`src/rtl/multi_blink.sv`:
```
// N-channel LED pattern generator: shared tick prescaler, per-channel OFF/ON/BLINK/BURST FSMs.
// Config writes land on the next edge and show on led the cycle after; cfg_ready is high whenever out of reset.
module multi_blink #(
  parameter int CLK_HZ  = 50_000_000,
  parameter int TICK_HZ = 1000,
  parameter int CH      = 4,
  parameter int CNT_W   = 16,
  parameter int BURST_W = 8,
  localparam int CH_W   = (CH > 1) ? $clog2(CH) : 1
) (
  input  logic               clk,
  input  logic               rst,
  input  logic               cfg_valid,
  output logic               cfg_ready,
  input  logic [CH_W-1:0]    cfg_ch,
  input  logic [1:0]         cfg_mode,
  input  logic [CNT_W-1:0]   cfg_on,
  input  logic [CNT_W-1:0]   cfg_off,
  input  logic [BURST_W-1:0] cfg_count,
  output logic [CH-1:0]      led,
  output logic [CH-1:0]      busy,
  output logic [CH-1:0]      done,
  output logic               tick
);

  localparam int DIV   = CLK_HZ / TICK_HZ;
  localparam int PRE_W = (DIV > 2) ? $clog2(DIV) : 1;

  localparam logic [1:0] MODE_OFF   = 2'd0;
  localparam logic [1:0] MODE_ON    = 2'd1;
  localparam logic [1:0] MODE_BLINK = 2'd2;
  localparam logic [1:0] MODE_BURST = 2'd3;

  typedef enum logic [1:0] {S_IDLE, S_PH_ON, S_PH_OFF} state_t;

  generate
    if (DIV < 2) begin : g_div_chk
      $error("multi_blink: CLK_HZ/TICK_HZ must be at least 2");
    end
  endgenerate

  logic [PRE_W-1:0] r_pre;
  logic             r_tick;
  logic             r_ready;

  // r_tick is registered one count early so it is high exactly while r_pre == DIV-1.
  always_ff @(posedge clk or posedge rst) begin
    if (rst) begin
      r_pre   <= '0;
      r_tick  <= 1'b0;
      r_ready <= 1'b0;
    end else begin
      r_ready <= 1'b1;
      r_tick  <= (r_pre == PRE_W'(DIV - 2));
      r_pre   <= (r_pre == PRE_W'(DIV - 1)) ? '0 : r_pre + PRE_W'(1);
    end
  end

  assign tick      = r_tick;
  assign cfg_ready = r_ready;

  for (genvar g = 0; g < CH; g++) begin : g_ch
    state_t             r_state, w_state_nxt;
    logic [1:0]         r_mode;
    logic [CNT_W-1:0]   r_on, r_off, r_ph, w_ph_nxt, w_ph_inc, w_on_len, w_off_len;
    logic [BURST_W-1:0] r_count, r_pulse, w_pulse_nxt, w_pulse_inc;
    logic               r_led, r_busy, r_done;
    logic               w_led_nxt, w_busy_nxt, w_done_nxt, w_wr;

    assign w_wr        = cfg_valid && r_ready && (cfg_ch == CH_W'(g));
    assign w_on_len    = (r_on == '0) ? CNT_W'(1) : r_on;
    assign w_off_len   = (r_off == '0) ? CNT_W'(1) : r_off;
    assign w_ph_inc    = r_ph + CNT_W'(1);
    assign w_pulse_inc = r_pulse + BURST_W'(1);

    always_ff @(posedge clk or posedge rst) begin
      if (rst) begin
        r_state <= S_IDLE;
        r_mode  <= MODE_OFF;
        r_on    <= '0;
        r_off   <= '0;
        r_count <= '0;
        r_ph    <= '0;
        r_pulse <= '0;
        r_led   <= 1'b0;
        r_busy  <= 1'b0;
        r_done  <= 1'b0;
      end else begin
        r_state <= w_state_nxt;
        r_ph    <= w_ph_nxt;
        r_pulse <= w_pulse_nxt;
        r_led   <= w_led_nxt;
        r_busy  <= w_busy_nxt;
        r_done  <= w_done_nxt;
        if (w_wr) begin
          r_mode  <= cfg_mode;
          r_on    <= cfg_on;
          r_off   <= cfg_off;
          r_count <= cfg_count;
        end
      end
    end

    // A write overrides everything, including a burst completing on the same tick.
    always_comb begin
      w_state_nxt = r_state;
      w_ph_nxt    = r_ph;
      w_pulse_nxt = r_pulse;
      w_led_nxt   = 1'b0;
      w_busy_nxt  = 1'b0;
      w_done_nxt  = 1'b0;
      if (w_wr) begin
        w_ph_nxt    = '0;
        w_pulse_nxt = '0;
        case (cfg_mode)
          MODE_ON: begin
            w_state_nxt = S_IDLE;
            w_led_nxt   = 1'b1;
          end
          MODE_BLINK: begin
            w_state_nxt = S_PH_ON;
            w_led_nxt   = 1'b1;
          end
          MODE_BURST: begin
            if (cfg_count == '0) begin
              w_state_nxt = S_IDLE;
              w_done_nxt  = 1'b1;
            end else begin
              w_state_nxt = S_PH_ON;
              w_led_nxt   = 1'b1;
              w_busy_nxt  = 1'b1;
            end
          end
          default: w_state_nxt = S_IDLE;
        endcase
      end else begin
        case (r_state)
          S_PH_ON: begin
            w_led_nxt  = 1'b1;
            w_busy_nxt = (r_mode == MODE_BURST);
            if (r_tick) begin
              if (w_ph_inc == w_on_len) begin
                w_ph_nxt  = '0;
                w_led_nxt = 1'b0;
                if (r_mode == MODE_BURST && w_pulse_inc == r_count) begin
                  w_state_nxt = S_IDLE;
                  w_busy_nxt  = 1'b0;
                  w_done_nxt  = 1'b1;
                  w_pulse_nxt = '0;
                end else begin
                  w_state_nxt = S_PH_OFF;
                  if (r_mode == MODE_BURST) w_pulse_nxt = w_pulse_inc;
                end
              end else begin
                w_ph_nxt = w_ph_inc;
              end
            end
          end
          S_PH_OFF: begin
            w_busy_nxt = (r_mode == MODE_BURST);
            if (r_tick) begin
              if (w_ph_inc == w_off_len) begin
                w_ph_nxt    = '0;
                w_state_nxt = S_PH_ON;
                w_led_nxt   = 1'b1;
              end else begin
                w_ph_nxt = w_ph_inc;
              end
            end
          end
          default: w_led_nxt = (r_mode == MODE_ON);
        endcase
      end
    end

    assign led[g]  = r_led;
    assign busy[g] = r_busy;
    assign done[g] = r_done;
  end

endmodule
```
`config.mk`:
```
export PLATFORM = sky130hd
export DESIGN_NAME = multi_blink
export DESIGN_NICKNAME = d
export VERILOG_FILES = /design/src/rtl/multi_blink.sv
export SDC_FILE = /design/constraint.sdc
export NUM_CORES = 1
export LEC_CHECK = 0
export ABC_AREA = 1
export CORE_MARGIN = 4
export CORE_UTILIZATION = 50
export CTS_CLUSTER_DIAMETER = 200
export DETAILED_ROUTE_END_ITERATION = 12
export PLACE_DENSITY = 0.79
export SLEW_MARGIN = 20
export SYNTH_ARGS = -nofsm -noshare
export SYNTH_HDL_FRONTEND = slang
export SYNTH_SLANG_ARGS = --single-unit
```
`constraint.sdc`:
```
create_clock -name clk -period 18.5 [get_ports clk]
set_clock_uncertainty 0.15 [all_clocks]
set_input_delay 3.7 -clock clk [delete_from_list [all_inputs] [get_ports clk]]
set_output_delay 3.7 -clock clk [all_outputs]
set_load 0.005 [all_outputs]
```
==> impl_results.md <==
- Period utilization: 41.21%
- Endpoints failing setup: 0
- GPL Wtd Cong: 0.9510
- Syn_area_per_cell: 6.936 um^2
- H-tree depth: 2
- Detail Route Antenna Nets: 0
- Gate power share: 24.0%
- Hold_buf cts: 0
- Clock power share: 33.2%
- Total wire length: 52,640 um
- Worst min-delay path class: reg2reg
- Root Buffer: clkbuf_16
- Clock Tree Buf Depth: 3
- Area growth syn-to-layout: 11.18%
- Worst-path clk slew: 60 ps
- Max VDD drop: 90.84 uV
- Setup_tns: 0 ps
- Chip Width: 199.1 um
- CP endpoint kind: register
- Total iterations of the first detailed-routing run: 7
- Input/output buffers: 60
- DP Cell Count: 3,087
- Largest net degree at the start of global routing: 166
- Main synth FF type: dfrtp_1
- Switching share of power: 33.49%
- Pwr/cell area: 98.72 nW/um^2
- F_max: 0.1312 GHz
- Post-route cell area: 20,300 um^2
- Total clock buffers created by CTS: 35
- Post_cts resized: 0
- Die footprint: 39,630 um^2
- Number of synthesis warnings: 0
- IO Pins: 61
- Startpoint types: input pin
- XOR/XNOR share of the synthesized area: 3.968%
- Largest family of logic cells by synthesized area: simple AND/OR/NAND/NOR gates
- Worst-path maximum fanout: 66
- Core ar.: 35,830 um^2
- Pint: 0.001333 W
- Synth Area in Compound Gates: 7.936%
- Detailed-route via count: 17,610
- Critical path class: in2reg
- Worst path buffer plus inverter count: 4
- Final hold viol count: 0
- Drt drc: 0
- Register area share after synthesis: 41.40%
- Post-DP HPWL: 38,740 um
- Number of global-route vias before repair: 16,560
- Share of flip-flops with an asynchronous set or reset: 100.0%
- WL per Instance: 16.73 um
- # Post-CTS Setup Buffers: 0
- Num rows: 69
- CP max stage cell: nor2_1
- Chip height: 199.1 um
- Leak: 9.865 nW
- Cells after synthesis: 2,632
- Filler instances: 3,309
- Final nets: 2,732
- Layout cells sized above 1: 4.693%
- Critical path, cell by cell: clkdlybuf4s50_1, nor3_2, buf_4, inv_2, nand3_1, nand2_1, clkinv_1, nor2_1, nand2_1, o21ai_1
- Crit-path most repeated cell: nand2_1
- Number of DRC markers in iteration 0: 1,754
- Most frequent cells in the layout: 865 x nand2_1, 302 x dfrtp_1, 296 x inv_1
- Worst-skew pair later-pin latency: 530 ps
- CP peak stage delay: 1060 ps
- First-pass GRT wire length: 85,610 um
- Minimum clock period: 7624 ps
- Sequential power share: 42.8%
- Mapped cell area: 18,260 um^2
- Gr usage total: 26.62%
- RSZ-0062 raised after global routing: no
- Actual slew at the worst max-slew pin: 1123 ps
- GRT overflow: 0
- CTS tree: done
- Inserted Diodes: 0
- Fin. max-slew vios: 0
- Worst EP arrival: 7920 ps
- Syn nets: 2,700
- CP required: 18,800 ps
- Starting Density: 50.96%
- Post-synthesis adder-cell area fraction: 1.439%
- CTS sink count: 302
- Crit path max-delay family: buffers and inverters
- Slew HR: 24.84%
- P_sw: 0.0006710 W
- Placed cell areas: 19,210 um^2
- Distinct cells, synth: 45
- Synth Area in Simple Gates: 37.04%
- Commonest non-fill, non-tap cell in the layout: nand2_1
- Vias/cell: 5.597
- Post-synth EDFFs: 0
- Flops & latches, synth: 302
- Status: completed
- Initial antenna violation count: 0
- Max Cap Violations: 0
- Post-synthesis mux area share: 0%
- Final non-filler cell total: 3,146
layer usage:
layer | part of all wire [%] | global-route usage (%) | vias to the layer above
met1 | 44 | 38.07 | 8301
met5 | 0 | 0 | -
met4 | 3.5 | 8.789 | 0
met3 | 8.1 | 4.401 | 131
li1 | - | - | 8476
met2 | 45 | 41.60 | 700
cells in the mapped netlist (20+ instances only):
master,number,area share [%]
nand2_1,865,18
dfrtp_1,302,41
inv_1,297,6.1
nand3_1,263,7.2
nor2_1,260,5.3
o21ai_0,209,5.7
nand4_1,75,2.6
clkbuf_1,50,1.0
xor2_1,38,1.8
nor3_1,30,0.82
xnor2_1,29,1.4
o21ai_1,26,0.71
ha_1,21,1.4
nand3b_1,20,0.82
path summary, 6_finish.rpt:
| kind | startpoint | end | slack (ps) | depth (start not counted) |
|---|---|---|---|---|
| max | cfg_ch[1] | g_ch[1].r_ph[5]$_DFFE_PP0P_ | 10880 | 10 |
| min | r_pre[0]$_DFF_PP0_ | r_pre[0]$_DFF_PP0_ | 310 | 1 |
| max reg2reg | cfg_ready$_DFF_PP0_ | g_ch[1].r_ph[5]$_DFFE_PP0P_ | 14220 | 10 |
| min reg2reg | r_pre[0]$_DFF_PP0_ | r_pre[0]$_DFF_PP0_ | 310 | 1 |
| max in group asynchronous | rst | r_pre[10]$_DFF_PP0_ | 13420 | 3 |
| min in group asynchronous | rst | g_ch[2].r_ph[5]$_DFFE_PP0P_ | 3470 | 2 |
layout make-up:
type	instances	area (um^2)	share of cell area (%)
clock inverter	14	143.9	0.7089
multi-input combinational	1948	9239	45.52
timing repair buffer	68	693.2	3.415
tap	461	576.8	2.842
inverter	309	1167	5.751
sequential	302	7557	37.23
clock buffer	44	919.6	4.531
power by group through the flow:
stage	combinational (W)	sequential, W	clock [W]
floorplan	0.000365	0.000832	0
global placement	0.000458	0.000859	0
detailed placement	0.000476	0.000864	0
CTS	0.000479	0.000854	0.000676
global route	0.000551	0.000869	0.000703
finish	0.000481	0.000857	0.000665
flip-flops by register name (all words and copies together), names as in the netlist, 8 cells and up:
register	flops
g_ch.r_off	64
g_ch.r_on	64
g_ch.r_ph	64
g_ch.r_count	32
g_ch.r_pulse	32
r_pre	16
g_ch.r_mode	8
g_ch.r_state	8
per-stage QoR:
stage / power (W) / worst slack (ps) / hold WS [ps] / util (%)
6_report: 0.002004 / 10880 / 314.8 / 56.65
3_3_place_gp: 0.001318 / 10650 / 296.4 / 53.61
3_5_place_dp: 0.001339 / 10530 / 315.8 / 53.61
2_1_floorplan: 0.001197 / 6304 / 282.2 / -
5_1_grt: 0.002123 / 10640 / 335.5 / 56.65
4_1_cts: 0.002008 / 11030 / 323.7 / 56.57
logic make-up (layout without fill, tap and decap cells):
kind of cell	Yosys count	count (layout)
XOR/XNOR	73	73
buffers and inverters	382	435
AND/OR/NAND/NOR	1576	1576
flip-flops	302	302
AO/OA/AOI/OAI	277	277
other	1	1
adder cells (fa/ha/maj)	21	21
Power figures use the tool's default switching activity.
==> variant 1 (same flow settings) <==
Change the parameter `CH` from 4 to 2.
--- a/src/rtl/multi_blink.sv
+++ b/src/rtl/multi_blink.sv
@@ -5,3 +5,3 @@
   parameter int TICK_HZ = 1000,
-  parameter int CH      = 4,
+  parameter int CH      = 2,
   parameter int CNT_W   = 16,
Interface: changed (resized busy, cfg_ch, done and led); port bits go from 61 to 54. No check against the original RTL was run, so the function may have changed too.
==> variant 1 against the unedited design <==
Cell area is 47% lower. Total power is 51% lower. Synthesized area shrank 48%. Routed wire length down 54%. Setup slack better by 1300 ps. Sequential cell count fell by 142. Sequential power fell by 50%. Largest power group unchanged. Synthesized cell count is 49% lower. Utilization is 1.1 points higher. Critical endpoint is now g_ch[0].r_ph[0]$_DFFE_PP0P_.
==> variant 1: results (changes against the unedited design) <==
Max-slew headroom - 0.308 (was 0.248)
First-pass iteration count of the detailed router - 6 (was 7)
Area of the multi-input gates - 4730 µm² (was 9240 µm²)
Clock latency on the worst-skew pair - 440 ps (was 530 ps)
Vias per inst - 5.39 (was 5.60)
Largest registers - g_ch.r_off (32), g_ch.r_on (32), g_ch.r_ph (32) (was g_ch.r_off (64), g_ch.r_on (64), g_ch.r_ph (64))
Number of global-route vias before repair - 8369 (was 16564)
Reg2Reg Setup Slack - 15420 ps (was 14220 ps)
R2R Path End - g_ch[0].r_pulse[7]$_DFFE_PP0P_ (was g_ch[1].r_ph[5]$_DFFE_PP0P_)
Port bufs - 53 (was 60)
Maximum VDD drop - 70.3 µV (was 90.8 µV)
HPWL after DPL - 17800 µm (was 38700 µm)
Largest net degree at the start of global routing - 85 (was 166)
R2R cell count - 16 (was 10)
Pre-CTS setup slack - 11820 ps (was 10530 ps)
Post-Synth XOR/XNOR Area - 0.0383 (was 0.0397)
Sw frac - 0.306 (was 0.335)
Mapped Nets - 1398 (was 2700)
Setup crit end - g_ch[0].r_ph[0]$_DFFE_PP0P_ (was g_ch[1].r_ph[5]$_DFFE_PP0P_)
Compound-Gate Fraction of Synth Area - 0.0890 (was 0.0794)
Seq power - 0.427 mW (was 0.857 mW)
Clock buffer depth - 2 (was 3)
Placed cells - 1594 (was 3087)
Gr usage total - 0.231 (was 0.266)
Routed WL - 24000 µm (was 52600 µm)
CP max FO - 74 (was 66)
H-tree levels - 4 (was 2)
Reg2reg start - g_ch[0].r_ph[0]$_DFFE_PP0P_ (was cfg_ready$_DFF_PP0_)
Status - completed (unchanged)
Gpl congestion - 0.934 (was 0.951)
# fillers - 1690 (was 3309)
Crit path largest cell delay - 940 ps (was 1060 ps)
Register area share after synthesis - 0.420 (was 0.414)
Count of cell types in the netlist - 37 (was 45)
Top post-synthesis cells by count - nand2_1 (457), inv_1 (162), dfrtp_1 (160), nand3_1 (119), nor2_1 (104) (was nand2_1 (865), dfrtp_1 (302), inv_1 (297), nand3_1 (263), nor2_1 (260))
Fmax - 159 MHz (was 131 MHz)
Leakage power - 5.23 nW (was 9.86 nW)
Adder-cell share of the synthesized area - 0.0171 (was 0.0144)
DR WL/cell - 14.8 µm (was 16.7 µm)
Post-DP Area - 10200 µm² (was 19200 µm²)
DR iter-0 viols - 807 (was 1754)
Critical Path AT - 6530 ps (was 7920 ps)
Layout cell share with drive strength beyond 1 - 0.0741 (was 0.0469)
[variant 1: metal layers]
| metal | global-route usage | wire length, µm |
|---|---|---|
| met5 | 0 | 0 |
| met4 | 0.0682 | 513 |
| met3 | 0.0580 | 1810 |
| met2 | 0.366 | 11000 |
| met1 | 0.317 | 10700 |
[variant 1: layout make-up]
class                   instances  share of cell area
well taps                     234              0.0271
clock inverters                10              0.0103
flip-flops and latches        160               0.371
clock buffers                  20              0.0432
multi-input cells             976               0.438
repair buffers                 58              0.0526
inverters                     166              0.0582
[variant 1: worst reg2reg max path, stage by stage (launching register included)]
cell	delay, ps
dfrtp_1	450
ha_1	240
nand2_1	70
nor2_1	240
nand2_1	180
o21bai_1	200
nand2_1	180
nand2_1	110
nand2_1	50
nor2_1	100
nand2_1	70
nor2_1	280
nand3_1	180
nand2_2	230
inv_1	130
nand2_1	70
nand2_1	50
==> variant 2 (same flow settings) <==
Made on the original files. Reset style: synchronous (`rst`), changed in 2 clocked blocks.
--- a/src/rtl/multi_blink.sv
+++ b/src/rtl/multi_blink.sv
@@ -46,3 +46,3 @@
   // r_tick is registered one count early so it is high exactly while r_pre == DIV-1.
-  always_ff @(posedge clk or posedge rst) begin
+  always_ff @(posedge clk) begin
     if (rst) begin
@@ -75,3 +75,3 @@
 
-    always_ff @(posedge clk or posedge rst) begin
+    always_ff @(posedge clk) begin
       if (rst) begin
Check against the original RTL: differs if rst is asserted again (counterexample within 4 cycles, from zero or initial values and one cycle with rst high); with rst held inactive, the same outputs for 4 cycles.
==> variant 2 against the unedited design <==
Routed wire length fell by 3.5%. Die area down 6.7%. Setup slack improved by 1400 ps. Global-route usage about the same. Critical path depth down 4. Synthesized area down 6.9%. Sequential cell count stayed put. Register-to-register slack better by 1100 ps. Cell area down 6.8%.
Power is not compared: it rests on default switching activity, and its combinational part moved more than twofold at a synthesized area within 25%.
==> variant 2: results (changes against the unedited design) <==
Status - completed (unchanged)
Clock buffer depth - 3 (unchanged)
DR iter-0 viols - 1713 (was 1754)
Final Critical Period - 6250 ps (was 7620 ps)
Syn Inst Count - 2569 (was 2632)
Layout cell share with drive strength beyond 1 - 0.0691 (was 0.0469)
Compound-Gate Fraction of Synth Area - 0.155 (was 0.0794)
Gpl congestion - 0.953 (was 0.951)
Maximum VDD drop - 72.7 µV
# fillers - 3134 (was 3309)
Final nets - 2647 (was 2732)
DR WL/cell - 16.6 µm (was 16.7 µm)
Synth area leaders - dfxtp_1 (36%), nand2_1 (13%), a21oi_1 (7.7%), nand3_1 (6.8%), inv_1 (6.2%) (was dfrtp_1 (41%), nand2_1 (18%), nand3_1 (7.2%), inv_1 (6.1%), o21ai_0 (5.7%))
Yosys Warn Count - 0 (unchanged)
Reg2Reg Setup Slack - 15310 ps (was 14220 ps)
Total setup buffers inserted after CTS - 0 (unchanged)
Root buffer cell - clkbuf_16 (unchanged)
Int Pwr - 1.11 mW
Num CTS Buffers - 34 (was 35)
H-tree levels - 2 (unchanged)
Vias per inst - 5.58 (was 5.60)
Register area share after synthesis - 0.356 (was 0.414)
Resized cells post-CTS - 0 (unchanged)
Top post-synthesis cells by count - nand2_1 (589), dfxtp_1 (302), inv_1 (281), nor2_1 (269), a21oi_1 (262) (was nand2_1 (865), dfrtp_1 (302), inv_1 (297), nand3_1 (263), nor2_1 (260))
Number of global-route vias before repair - 15278 (was 16564)
Adder-cell share of the synthesized area - 0.0155 (was 0.0144)
Routed WL - 50800 µm (was 52600 µm)
Placed cells - 2991 (was 3087)
Critical Path AT - 6490 ps (was 7920 ps)
Post-synthesis mux area share - 0 (unchanged)
CP max FO - 77 (was 66)
Gr usage total - 0.266 (about the same)
Leakage power - 7.55 nW
Largest net degree at the start of global routing - 96 (was 166)
Post-DP Area - 17800 µm² (was 19200 µm²)
Port bufs - 60 (unchanged)
Clock latency on the worst-skew pair - 520 ps
First-pass iteration count of the detailed router - 6 (was 7)
Pre-CTS setup slack - 11780 ps (was 10530 ps)
Largest registers - g_ch.r_off (64), g_ch.r_on (64), g_ch.r_ph (64) (unchanged)
Initial antenna violation count - 1 (was 0)
Count of cell types in the netlist - 51 (was 45)
N_diodes - 0 (unchanged)
HPWL after DPL - 36400 µm (was 38700 µm)
Post-Synth XOR/XNOR Area - 0.0440 (was 0.0397)
Slew @ Worst Pin - 999 ps (was 1120 ps)
Clock slew at reported path FFs - 60 ps (about the same)
Worst hold path class - reg -> reg (unchanged)
Global-route wire length before repair - 79400 µm (was 85600 µm)
Async set-reset flop share out of synthesis - 0 (was 1.00)
## variant 2: cell count changes after synthesis, moves of 16 or more
cell and delta:
o21ai_1 -18, dfrtp_1 -302, nand2_1 -276, nand3_1 -31, a21oi_1 +246, clkbuf_1 +24, dfxtp_1 +302, inv_1 -16
## variant 2: critical path, stage by stage
cell	delay (ps)
clkdlybuf4s50_1	480
buf_4	280
clkinv_2	790
o21ai_1	950
o21bai_1	230
a21oi_1	50
## variant 2: power groups by stage
stage / clock, mW / sequential [mW] / combinational, mW
finish: 0.674 / 0.677 / 0.165
global route: 0.709 / 0.679 / 0.181
CTS: 0.680 / 0.677 / 0.162
detailed placement: 0 / 0.691 / 0.160
global placement: 0 / 0.691 / 0.157
floorplan: 0 / 0.688 / 0.109
## variant 2: cell type report
class                      instances  area share
multi-input combinational       1875       0.496
sequential                       302       0.320
inverter                         292      0.0583
clock buffer                      46      0.0522
timing repair buffer              74      0.0373
tap                              448      0.0296
clock inverter                    15     0.00655
## variant 2: logic make-up (layout without fill, tap and decap cells)
group                    after synthesis  count (layout)
XOR/XNOR                              72              72
buffers and inverters                392             427
AND/OR/NAND/NOR                     1281            1281
adder cells (fa/ha/maj)               21              21
flip-flops                           302             302
AO/OA/AOI/OAI                        501             501
## variant 2: through the flow
stage / total power [mW] / util / hold slack (ps)
floorplan: 0.797 / - / 280
global placement: 0.848 / 0.531 / 289
detailed placement: 0.852 / 0.531 / 312
CTS: 1.52 / 0.564 / 325
global route: 1.57 / 0.564 / 356
finish: 1.52 / 0.564 / 329
## variant 2: final timing paths
| path | startpoint | endpoint | depth (start not counted) |
|---|---|---|---|
| worst max register to register | g_ch[1].r_ph[0]$_SDFFE_PP0P_ | g_ch[1].r_pulse[7]$_SDFFE_PP0P_ | 15 |
| worst min-delay path | g_ch[3].r_mode[0]$_SDFFE_PP0P_ | g_ch[3].r_mode[0]$_SDFFE_PP0P_ | 2 |
| worst max-delay path | rst | r_pre[15]$_SDFF_PP0_ | 6 |
| worst min register to register | g_ch[3].r_mode[0]$_SDFFE_PP0P_ | g_ch[3].r_mode[0]$_SDFFE_PP0P_ | 2 |
## variant 2: per-layer routing
| layer | global-route usage | vias up | routed length [µm] | part of all wire |
|---|---|---|---|---|
| met5 | 0 | - | 7 | 0.00014 |
| met2 | 0.408 | 652 | 22000 | 0.43 |
| met3 | 0.0481 | 110 | 4640 | 0.091 |
| met1 | 0.380 | 7848 | 22400 | 0.44 |
| li1 | - | 8416 | - | - |
| met4 | 0.0845 | 2 | 1700 | 0.034 |
